===== config.mk =====
export PLATFORM = sky130hd
export DESIGN_NAME = cache_line_arbiter_flat
export DESIGN_NICKNAME = d
export VERILOG_FILES = /design/src/rtl/cache_line_arbiter_if.sv /design/src/rtl/cache_line_arbiter.sv /design/src/flat_wrapper.sv
export SDC_FILE = /design/constraint.sdc
export NUM_CORES = 2
export LEC_CHECK = 0
export ABC_AREA = 1
export BUFFER_PORTS_ARGS = -buffer_cell sky130_fd_sc_hd__buf_4
export CORE_AREA = 2 2 574 576
export CTS_BUF_LIST = sky130_fd_sc_hd__clkbuf_4
export DETAILED_ROUTE_END_ITERATION = 6
export DIE_AREA = 0 0 576 578
export MAX_ROUTING_LAYER = met4
export PLACE_DENSITY = 0.33
export SETUP_SLACK_MARGIN = 0.05
export SLEW_MARGIN = 20
export SYNTH_ARGS = -nofsm -noshare
export SYNTH_HDL_FRONTEND = slang
export SYNTH_SLANG_ARGS = --single-unit

===== constraint.sdc =====
create_clock -name clk -period 5.3 [get_ports clk]
set_input_delay 0.53 -clock clk [delete_from_list [all_inputs] [get_ports clk]]
set_output_delay 0.53 -clock clk [all_outputs]
set_load 0.02 [all_outputs]

===== src/rtl/cache_line_arbiter_if.sv =====
// Line-sized request/response bundle between the two L1 miss ports, the
// arbiter and the shared downstream memory port.
interface cache_line_arbiter_if #(
  parameter int LINE_W = 256,
  parameter int ADDR_W = 32
);
  logic              i_read;
  logic [ADDR_W-1:0] i_address;
  logic [LINE_W-1:0] i_rdata;
  logic              i_resp;

  logic              d_read;
  logic              d_write;
  logic [ADDR_W-1:0] d_address;
  logic [LINE_W-1:0] d_wdata;
  logic [LINE_W-1:0] d_rdata;
  logic              d_resp;

  logic              mem_read;
  logic              mem_write;
  logic [ADDR_W-1:0] mem_address;
  logic [LINE_W-1:0] mem_wdata;
  logic [LINE_W-1:0] mem_rdata;
  logic              mem_resp;

  modport slave (
    input  i_read, i_address, d_read, d_write, d_address, d_wdata,
    input  mem_rdata, mem_resp,
    output i_rdata, i_resp, d_rdata, d_resp,
    output mem_read, mem_write, mem_address, mem_wdata
  );

  modport master (
    output i_read, i_address, d_read, d_write, d_address, d_wdata,
    output mem_rdata, mem_resp,
    input  i_rdata, i_resp, d_rdata, d_resp,
    input  mem_read, mem_write, mem_address, mem_wdata
  );
endinterface


===== src/rtl/cache_line_arbiter.sv =====
// Shares one line-sized downstream port between the icache and dcache miss
// ports: one latched request per grant, response routed back to the grantee.
module cache_line_arbiter #(
  parameter int LINE_W      = 256,
  parameter int ADDR_W      = 32,
  parameter bit ROUND_ROBIN = 1'b1,
  parameter int CNT_W       = 32
) (
  input  logic                  clk,
  input  logic                  rst,
  cache_line_arbiter_if.slave   bus,
  output logic [CNT_W-1:0]      i_grant_cnt,
  output logic [CNT_W-1:0]      d_grant_cnt,
  output logic [CNT_W-1:0]      conflict_cnt
);

  typedef enum logic [1:0] {
    ST_IDLE    = 2'd0,
    ST_SERVE_I = 2'd1,
    ST_SERVE_D = 2'd2,
    ST_DONE    = 2'd3
  } state_e;

  state_e            state_q, state_d;
  logic              last_d_q, last_d_d;
  logic              wr_q, wr_d;
  logic [ADDR_W-1:0] addr_q, addr_d;
  logic [LINE_W-1:0] wdata_q, wdata_d;
  logic [LINE_W-1:0] i_rdata_q, i_rdata_d;
  logic [LINE_W-1:0] d_rdata_q, d_rdata_d;
  logic [CNT_W-1:0]  i_cnt_q, i_cnt_d;
  logic [CNT_W-1:0]  d_cnt_q, d_cnt_d;
  logic [CNT_W-1:0]  c_cnt_q, c_cnt_d;

  logic i_req, d_req, pick_d, serving, resp_i, resp_d;

  function automatic logic [CNT_W-1:0] sat_inc(input logic [CNT_W-1:0] v);
    if (&v) begin
      return v;
    end else begin
      return v + {{(CNT_W-1){1'b0}}, 1'b1};
    end
  endfunction

  // Arbitration, request latching, response routing and next state.
  always_comb begin
    state_d   = state_q;
    last_d_d  = last_d_q;
    wr_d      = wr_q;
    addr_d    = addr_q;
    wdata_d   = wdata_q;
    i_cnt_d   = i_cnt_q;
    d_cnt_d   = d_cnt_q;
    c_cnt_d   = c_cnt_q;
    resp_i    = 1'b0;
    resp_d    = 1'b0;
    i_req     = bus.i_read;
    d_req     = bus.d_read | bus.d_write;

    if (ROUND_ROBIN) begin
      pick_d = d_req & (~i_req | ~last_d_q);
    end else begin
      pick_d = d_req;
    end

    case (state_q)
      ST_IDLE: begin
        if (i_req && d_req) begin
          c_cnt_d = sat_inc(c_cnt_q);
        end else begin
          c_cnt_d = c_cnt_q;
        end
        // Simultaneous read+write from the dcache is a writeback.
        if (pick_d) begin
          state_d  = ST_SERVE_D;
          last_d_d = 1'b1;
          wr_d     = bus.d_write;
          addr_d   = bus.d_address;
          wdata_d  = bus.d_wdata;
          d_cnt_d  = sat_inc(d_cnt_q);
        end else if (i_req) begin
          state_d  = ST_SERVE_I;
          last_d_d = 1'b0;
          wr_d     = 1'b0;
          addr_d   = bus.i_address;
          wdata_d  = {LINE_W{1'b0}};
          i_cnt_d  = sat_inc(i_cnt_q);
        end else begin
          state_d  = ST_IDLE;
        end
      end
      ST_SERVE_I: begin
        if (bus.mem_resp && !rst) begin
          resp_i  = 1'b1;
          state_d = ST_DONE;
        end else begin
          state_d = ST_SERVE_I;
        end
      end
      ST_SERVE_D: begin
        if (bus.mem_resp && !rst) begin
          resp_d  = 1'b1;
          state_d = ST_DONE;
        end else begin
          state_d = ST_SERVE_D;
        end
      end
      ST_DONE: begin
        state_d = ST_IDLE;
      end
      default: begin
        state_d = ST_IDLE;
      end
    endcase

    i_rdata_d = resp_i ? bus.mem_rdata : i_rdata_q;
    d_rdata_d = resp_d ? bus.mem_rdata : d_rdata_q;
  end

  // State, latched request, returned lines and statistics counters.
  always_ff @(posedge clk) begin
    if (rst) begin
      state_q   <= ST_IDLE;
      last_d_q  <= 1'b0;
      wr_q      <= 1'b0;
      addr_q    <= {ADDR_W{1'b0}};
      wdata_q   <= {LINE_W{1'b0}};
      i_rdata_q <= {LINE_W{1'b0}};
      d_rdata_q <= {LINE_W{1'b0}};
      i_cnt_q   <= {CNT_W{1'b0}};
      d_cnt_q   <= {CNT_W{1'b0}};
      c_cnt_q   <= {CNT_W{1'b0}};
    end else begin
      state_q   <= state_d;
      last_d_q  <= last_d_d;
      wr_q      <= wr_d;
      addr_q    <= addr_d;
      wdata_q   <= wdata_d;
      i_rdata_q <= i_rdata_d;
      d_rdata_q <= d_rdata_d;
      i_cnt_q   <= i_cnt_d;
      d_cnt_q   <= d_cnt_d;
      c_cnt_q   <= c_cnt_d;
    end
  end

  assign serving         = (state_q == ST_SERVE_I) || (state_q == ST_SERVE_D);
  assign bus.mem_read    = serving & ~wr_q;
  assign bus.mem_write   = serving & wr_q;
  assign bus.mem_address = addr_q;
  assign bus.mem_wdata   = wdata_q;
  assign bus.i_resp      = resp_i;
  assign bus.d_resp      = resp_d;
  assign bus.i_rdata     = i_rdata_d;
  assign bus.d_rdata     = d_rdata_d;
  assign i_grant_cnt     = i_cnt_q;
  assign d_grant_cnt     = d_cnt_q;
  assign conflict_cnt    = c_cnt_q;

endmodule


===== src/flat_wrapper.sv =====
// flat-port wrapper written by rule: the top's interface ports become plain ports
module cache_line_arbiter_flat 
#(
  parameter int LINE_W      = 256,
  parameter int ADDR_W      = 32,
  parameter bit ROUND_ROBIN = 1'b1,
  parameter int CNT_W       = 32
)
  (clk, rst, i_grant_cnt, d_grant_cnt, conflict_cnt, bus_i_read, bus_i_address, bus_d_read, bus_d_write, bus_d_address, bus_d_wdata, bus_mem_rdata, bus_mem_resp, bus_i_rdata, bus_i_resp, bus_d_rdata, bus_d_resp, bus_mem_read, bus_mem_write, bus_mem_address, bus_mem_wdata);
  cache_line_arbiter_if #(.LINE_W(LINE_W), .ADDR_W(ADDR_W)) bus_i ();
  input  logic clk;
  input  logic rst;
  output logic [CNT_W-1:0] i_grant_cnt;
  output logic [CNT_W-1:0] d_grant_cnt;
  output logic [CNT_W-1:0] conflict_cnt;
  input wire logic [$bits(bus_i.i_read)-1:0] bus_i_read;
  input wire logic [$bits(bus_i.i_address)-1:0] bus_i_address;
  input wire logic [$bits(bus_i.d_read)-1:0] bus_d_read;
  input wire logic [$bits(bus_i.d_write)-1:0] bus_d_write;
  input wire logic [$bits(bus_i.d_address)-1:0] bus_d_address;
  input wire logic [$bits(bus_i.d_wdata)-1:0] bus_d_wdata;
  input wire logic [$bits(bus_i.mem_rdata)-1:0] bus_mem_rdata;
  input wire logic [$bits(bus_i.mem_resp)-1:0] bus_mem_resp;
  output wire logic [$bits(bus_i.i_rdata)-1:0] bus_i_rdata;
  output wire logic [$bits(bus_i.i_resp)-1:0] bus_i_resp;
  output wire logic [$bits(bus_i.d_rdata)-1:0] bus_d_rdata;
  output wire logic [$bits(bus_i.d_resp)-1:0] bus_d_resp;
  output wire logic [$bits(bus_i.mem_read)-1:0] bus_mem_read;
  output wire logic [$bits(bus_i.mem_write)-1:0] bus_mem_write;
  output wire logic [$bits(bus_i.mem_address)-1:0] bus_mem_address;
  output wire logic [$bits(bus_i.mem_wdata)-1:0] bus_mem_wdata;
  assign bus_i.i_read = bus_i_read;
  assign bus_i.i_address = bus_i_address;
  assign bus_i.d_read = bus_d_read;
  assign bus_i.d_write = bus_d_write;
  assign bus_i.d_address = bus_d_address;
  assign bus_i.d_wdata = bus_d_wdata;
  assign bus_i.mem_rdata = bus_mem_rdata;
  assign bus_i.mem_resp = bus_mem_resp;
  assign bus_i_rdata = bus_i.i_rdata;
  assign bus_i_resp = bus_i.i_resp;
  assign bus_d_rdata = bus_i.d_rdata;
  assign bus_d_resp = bus_i.d_resp;
  assign bus_mem_read = bus_i.mem_read;
  assign bus_mem_write = bus_i.mem_write;
  assign bus_mem_address = bus_i.mem_address;
  assign bus_mem_wdata = bus_i.mem_wdata;
  cache_line_arbiter #(.LINE_W(LINE_W), .ADDR_W(ADDR_W), .ROUND_ROBIN(ROUND_ROBIN), .CNT_W(CNT_W)) u_core (.clk(clk), .rst(rst), .bus(bus_i), .i_grant_cnt(i_grant_cnt), .d_grant_cnt(d_grant_cnt), .conflict_cnt(conflict_cnt));
endmodule

### After elaboration in Yosys (flattened, before gate mapping)

Cells that the tools add are included.

* equal/unequal tests: 3
* muxes and demuxes: 17
* bitwise operators: 12
* $add $sub $neg: 3
* reductions and logical operators: 13

Operators by type and width (count)
* $mux W256: 4
* $add A32 B1 Y32 const B: 3
* $reduce_and A32 Y1: 3
* $mux W32: 2
* $mux W1: 8
* $pmux W2 S4: 1
* $not A1 Y1: 7
* $reduce_and A3 Y1: 2
* $eq A2 B2 Y1 const B: 2
* $mux W2: 2
* $reduce_and A4 Y1: 1
* $and A1 B1 Y1: 3
* $eq A2 B1 Y1 const B: 1
* $logic_and A1 B1 Y1: 2
* $logic_not A2 Y1: 1
* $or A1 B1 Y1: 2
* $reduce_and A2 Y1: 1
* $reduce_bool A2 Y1: 1
* $logic_not A1 Y1: 1
* $logic_or A1 B1 Y1: 1

* flip-flop bits (word level): 900
* bits of input ports: 582
* output and inout port bits: 900
* logic and storage cells: 58

### Logic depth before layout (Yosys ltp)

* depth after elaboration: 5
* gate-level depth with buffers: 11

### Least setup slack after synthesis

OpenSTA, ideal clock, no wires.

* kind: input port to output port
* from: input rst
* to: output bus_d_rdata[100]
* arrival: 1.758 ns
* stages on the path: 8
* slack: 3.012 ns
* required time: 4.770 ns
* buffers on the path: 2
* path through: inv_2 nand2_1 nor2_1 buf_2 clkbuf_1 or2_2 inv_1 a21oi_1

* longest elaborated chain between the ends: 5

RTL lines
* start, declared: line flat_wrapper.sv:12 `input logic rst;`
* $logic_not A1 Y1: line cache_line_arbiter.sv:101 `if (bus.mem_resp && !rst) begin`
* $logic_and A1 B1 Y1: line cache_line_arbiter.sv:101
* $mux W1: line cache_line_arbiter.sv:101
* $mux W1: line cache_line_arbiter.sv:66 `case (state_q)`
* $mux W256: line cache_line_arbiter.sv:117 `d_rdata_d = resp_d ? bus.mem_rdata : d_rdata_q;`
* end, declared: line flat_wrapper.sv:26 `output wire logic [$bits(bus_i.d_rdata)-1:0] bus_d_rdata;`

No other way between the ends.

### Final worst setup path

* from: register u_core.state_q[1]
* to: output bus_i_rdata[153]

* longest elaborated chain between the ends: 3

RTL lines
* start, declared: line cache_line_arbiter.sv:24 `state_e state_q, state_d;`
* start signal, assigned: line cache_line_arbiter.sv:134 `state_q <= state_d;`
* $eq A2 B1 Y1: line cache_line_arbiter.sv:66
* $mux W1: line cache_line_arbiter.sv:66
* $mux W256: line cache_line_arbiter.sv:116 `i_rdata_d = resp_i ? bus.mem_rdata : i_rdata_q;`
* end, declared: line flat_wrapper.sv:24 `output wire logic [$bits(bus_i.i_rdata)-1:0] bus_i_rdata;`

No other way between the ends.

==> out/qor.csv <==
stage,metric,value,unit
detailed_routing,wire_per_inst,20.8,microns
detailed_routing,dr.pass1.iters,5,
hold_path,min-delay-start,bus_mem_rdata[102],
clock_network,cts-root-buf,clkbuf_4,
layout,layout.nets,8547,
worst_setup_path,reg2reg_slack,1.45,ns
clock_network,h-tree-depth,5,
clock_network,clock_latency,1.37,ns
logic_synthesis,avgSynthCellArea,7.42,sq um
layout,drive_above_1_share,31.4,%
layout,seqCellArea,18000,sq um
logic_synthesis,synth-seq-cells,900,
worst_setup_path,worstReg2RegStart,u_core.state_q[1],
logic_synthesis,syn-cell-area,39900,sq um
hold_path,hold_path.class,input pin to flop,
clock_network,cts_tree,yes,
sta,maxSlewViolCount,0,
grt,grt_pass1_vias,45346,
detailed_routing,remaining_drc_errors,0,
worst_setup_path,crit_top_cell,inv_1,
sta,setup_viol,0,
logic_synthesis,ys_seq_area_share,45.1,%
place,hpwl,202,mm
detailed_routing,drt_wl_total,262,mm
sta,finalHoldViolCount,0,
sta,finalSetupTns,0,ns
floorplanning,num_rows,210,
grt,grt_pass1_wl,357,mm
logic_synthesis,synth.top_cell.area_share,45.1,%
worst_setup_path,crit_path_cell_trace,inv_1 > ha_1 > nand3_1 > inv_8 > buf_12 > or2_2 > inv_1 > a21oi_1 > buf_4,
logic_synthesis,yosysWarningCount,0,
worst_setup_path,cpPeakStageDelay,0.50,ns
worst_setup_path,cp_max_fo,100,
sta,fin_skew,0.106,ns
power_and_ir_drop,irDropWorstVdd,0.132,mV
grt,grt_overflow,0,
place,post_dp_cell_area,55700,sq um
sta,max_slew.worst_pin.slew,1.28,ns
logic_synthesis,syn_nets,5973,
detailed_routing,vias,46139,
sta,rsz0062_at_grt,false,
floorplanning,core_area,326000,sq um
worst_setup_path,path_class,flop to primary output,
sta,post-route-period-util,85.8,%
place,port_buffers,1481,
clock_network,cts_sinks,900,
grt,grt_max_degree,170,
worst_setup_path,crit_path_start,u_core.state_q[1],
floorplanning,die_height,578,microns
floorplanning,pin_count,1482,
logic_synthesis,synth_top_cell_by_area,dfxtp_1,
grt,grt.total_usage,15.4,%
sta,min_period,4.55,ns
layout,multiInputGateArea,17000,sq um
worst_setup_path,critical_path.startpoint_type,flop,
clock_network,cts_buffers,317,
worst_setup_path,cp.arrival,4.02,ns
layout,area_delta_synth_final,76.4,%
layout,n_fill_cell,36994,
worst_setup_path,slowest_stage,inv_8,
detailed_routing,via_per_inst,3.66,
sta,max_slew_margin,15.0,%
run,maxCapViolCount,0,
place,finalWeightedCongestion,0.904,
sta,fin_ws,0.754,ns
worst_setup_path,cp_top_family,buffers and inverters,
worst_setup_path,crit_required,4.77,ns
floorplanning,die_w,576,microns
grt,antenna_found_initial,116,
floorplanning,initial_utilization,12.2,%
logic_synthesis,syn_inst,5384,
detailed_routing,first_iter_violations,2429,
logic_synthesis,synth_cell_types,34,
power_and_ir_drop,leakagePower,31.7,nW
place,preCtsSetupSlack,1.62,ns
status,status,"finished, final reports clean",
floorplanning,die-area,333000,sq um
power_and_ir_drop,p_per_area,292,nW/um^2
detailed_routing,final_antenna_net_count,0,
clock_network,cts_buffer_depth,4,
worst_setup_path,endpoint_kind,primary output,
logic_synthesis,synth.area.top_cells,"dfxtp_1, a21oi_1, a211oi_1, inv_1, or2_2",
sta,max_freq,220,MHz
clock_network,cts_setup_buffers,0,
worst_setup_path,worst-path-buf-inv,5,
layout,stdcell_area,70400,sq um
clock_network,clkTransAtPathRegs,0.06,ns
worst reg2reg max path, cell delays in order, from the launching register on:
cell,delay [ns]
dfxtp_1,0.32
inv_1,0.11
ha_1,0.33
nand2_1,0.26
o21ai_1,0.29
inv_8,0.22
nor2_4,0.68
buf_12,0.35
buf_4,0.43
nand2_1,0.12
a21oi_1,0.14
dlygate4sd3_1,0.56
power breakdown:
group	switching, W	internal [W]	total (W)
clock network	0.00382	0.00418	0.00801
logic	0.00308	0.00209	0.00517
registers	0.000194	0.00716	0.00736
total	0.00709	0.0134	0.0205
cells in the mapped netlist (all sizes together):
| master | n |
|---|---|
| xnor2 | 8 |
| xor2 | 5 |
| ha | 7 |
| clkbuf | 189 |
| a211oi | 512 |
| o21ai | 47 |
| a21oi | 860 |
| nand3 | 101 |
| nand2 | 834 |
| nor3 | 8 |
| inv | 895 |
| nor3b | 1 |
| and2 | 2 |
| or2 | 512 |
| a311oi | 1 |
| nand4 | 14 |
| dfxtp | 900 |
| o21bai | 23 |
| nor2 | 299 |
| nand3b | 2 |
| buf | 164 |
through the flow:
step	utilization, %	hold WS, ns	total power, W	std cells
detailed placement	17.1	0.456	0.0120	10920
global route	21.6	0.0312	0.0218	12578
CTS	21.5	0.00000488	0.0211	12515
floorplan	-	0.457	0.00965	5384
global placement	17.1	0.454	0.0120	10920
finish	21.6	0.254	0.0205	12598
cell type report:
cell class | instances | share of cell area (%)
Timing Repair Buffer | 2608 | 31.9
Clock inverter | 62 | 0.561
Multi-Input combinational cell | 3236 | 24.1
Inverter | 895 | 4.79
Clock buffer | 468 | 4.99
Sequential cell | 900 | 25.6
Antenna cell | 83 | 0.295
Tap cell | 4346 | 7.72
path summary, 6_finish.rpt:
path / endpoint / depth (start not counted)
max: bus_i_rdata[153] / 9
min: u_core.d_rdata_q[102] / 4
max reg2reg: u_core.bus.mem_wdata[222] / 11
min reg2reg: u_core.bus.mem_wdata[53] / 2
cell usage in the layout (no fill, tap or decap), types with 8 or more instances in the layout:
cell | synthesis | final
or2_2 | 512 | 512
clkbuf_4 | 0 | 468
clkinv_1 | 0 | 39
nand2_1 | 829 | 829
xnor2_1 | 8 | 8
inv_1 | 892 | 891
a211oi_1 | 512 | 512
nand4_1 | 14 | 14
o21bai_1 | 23 | 23
dfxtp_1 | 900 | 900
dlygate4sd3_1 | 0 | 1065
o21ai_0 | 45 | 45
nand3_1 | 101 | 101
buf_12 | 0 | 20
a21oi_1 | 855 | 855
nor2_1 | 295 | 294
diode_2 | 0 | 83
buf_4 | 26 | 1522
per-layer routing:
metal / track usage [%] / vias to the layer above / part of all wire (%)
met1: 20.5 / 21339 / 47
met2: 22.0 / 1629 / 41
met4: 5.34 / 0 / 3.5
li1: - / 22748 / -
met5: - / - / 0
met3: 4.75 / 423 / 8.3
registers in the layout, summed over array words and instances, names as in the netlist:
register / count
u_core.bus.mem_wdata: 256
u_core.d_rdata_q: 256
u_core.i_rdata_q: 256
u_core.bus.mem_address: 32
u_core.conflict_cnt: 32
u_core.d_grant_cnt: 32
u_core.i_grant_cnt: 32
u_core.state_q: 2
u_core.last_d_q: 1
u_core.wr_q: 1
what timing repair did:
action,4_1_cts,5_1_grt
gates resized for setup,0,0
endpoints found under the hold margin,865,0
hold buffers,1065,0
logic make-up (layout without fill, tap and decap cells):
logic type      Yosys count  after routing  synth area share, %
xor+xnor                 13             13                0.285
compound gates         1443           1443                 21.5
simple gates           1773           1773                 20.5
buf+inv                1248           4033                 12.4
fa+ha+maj                 7              7                0.219
flops                   900            900                 45.1
other cells               0             83                    0
No activity file was read; power rests on OpenSTA's default activity.
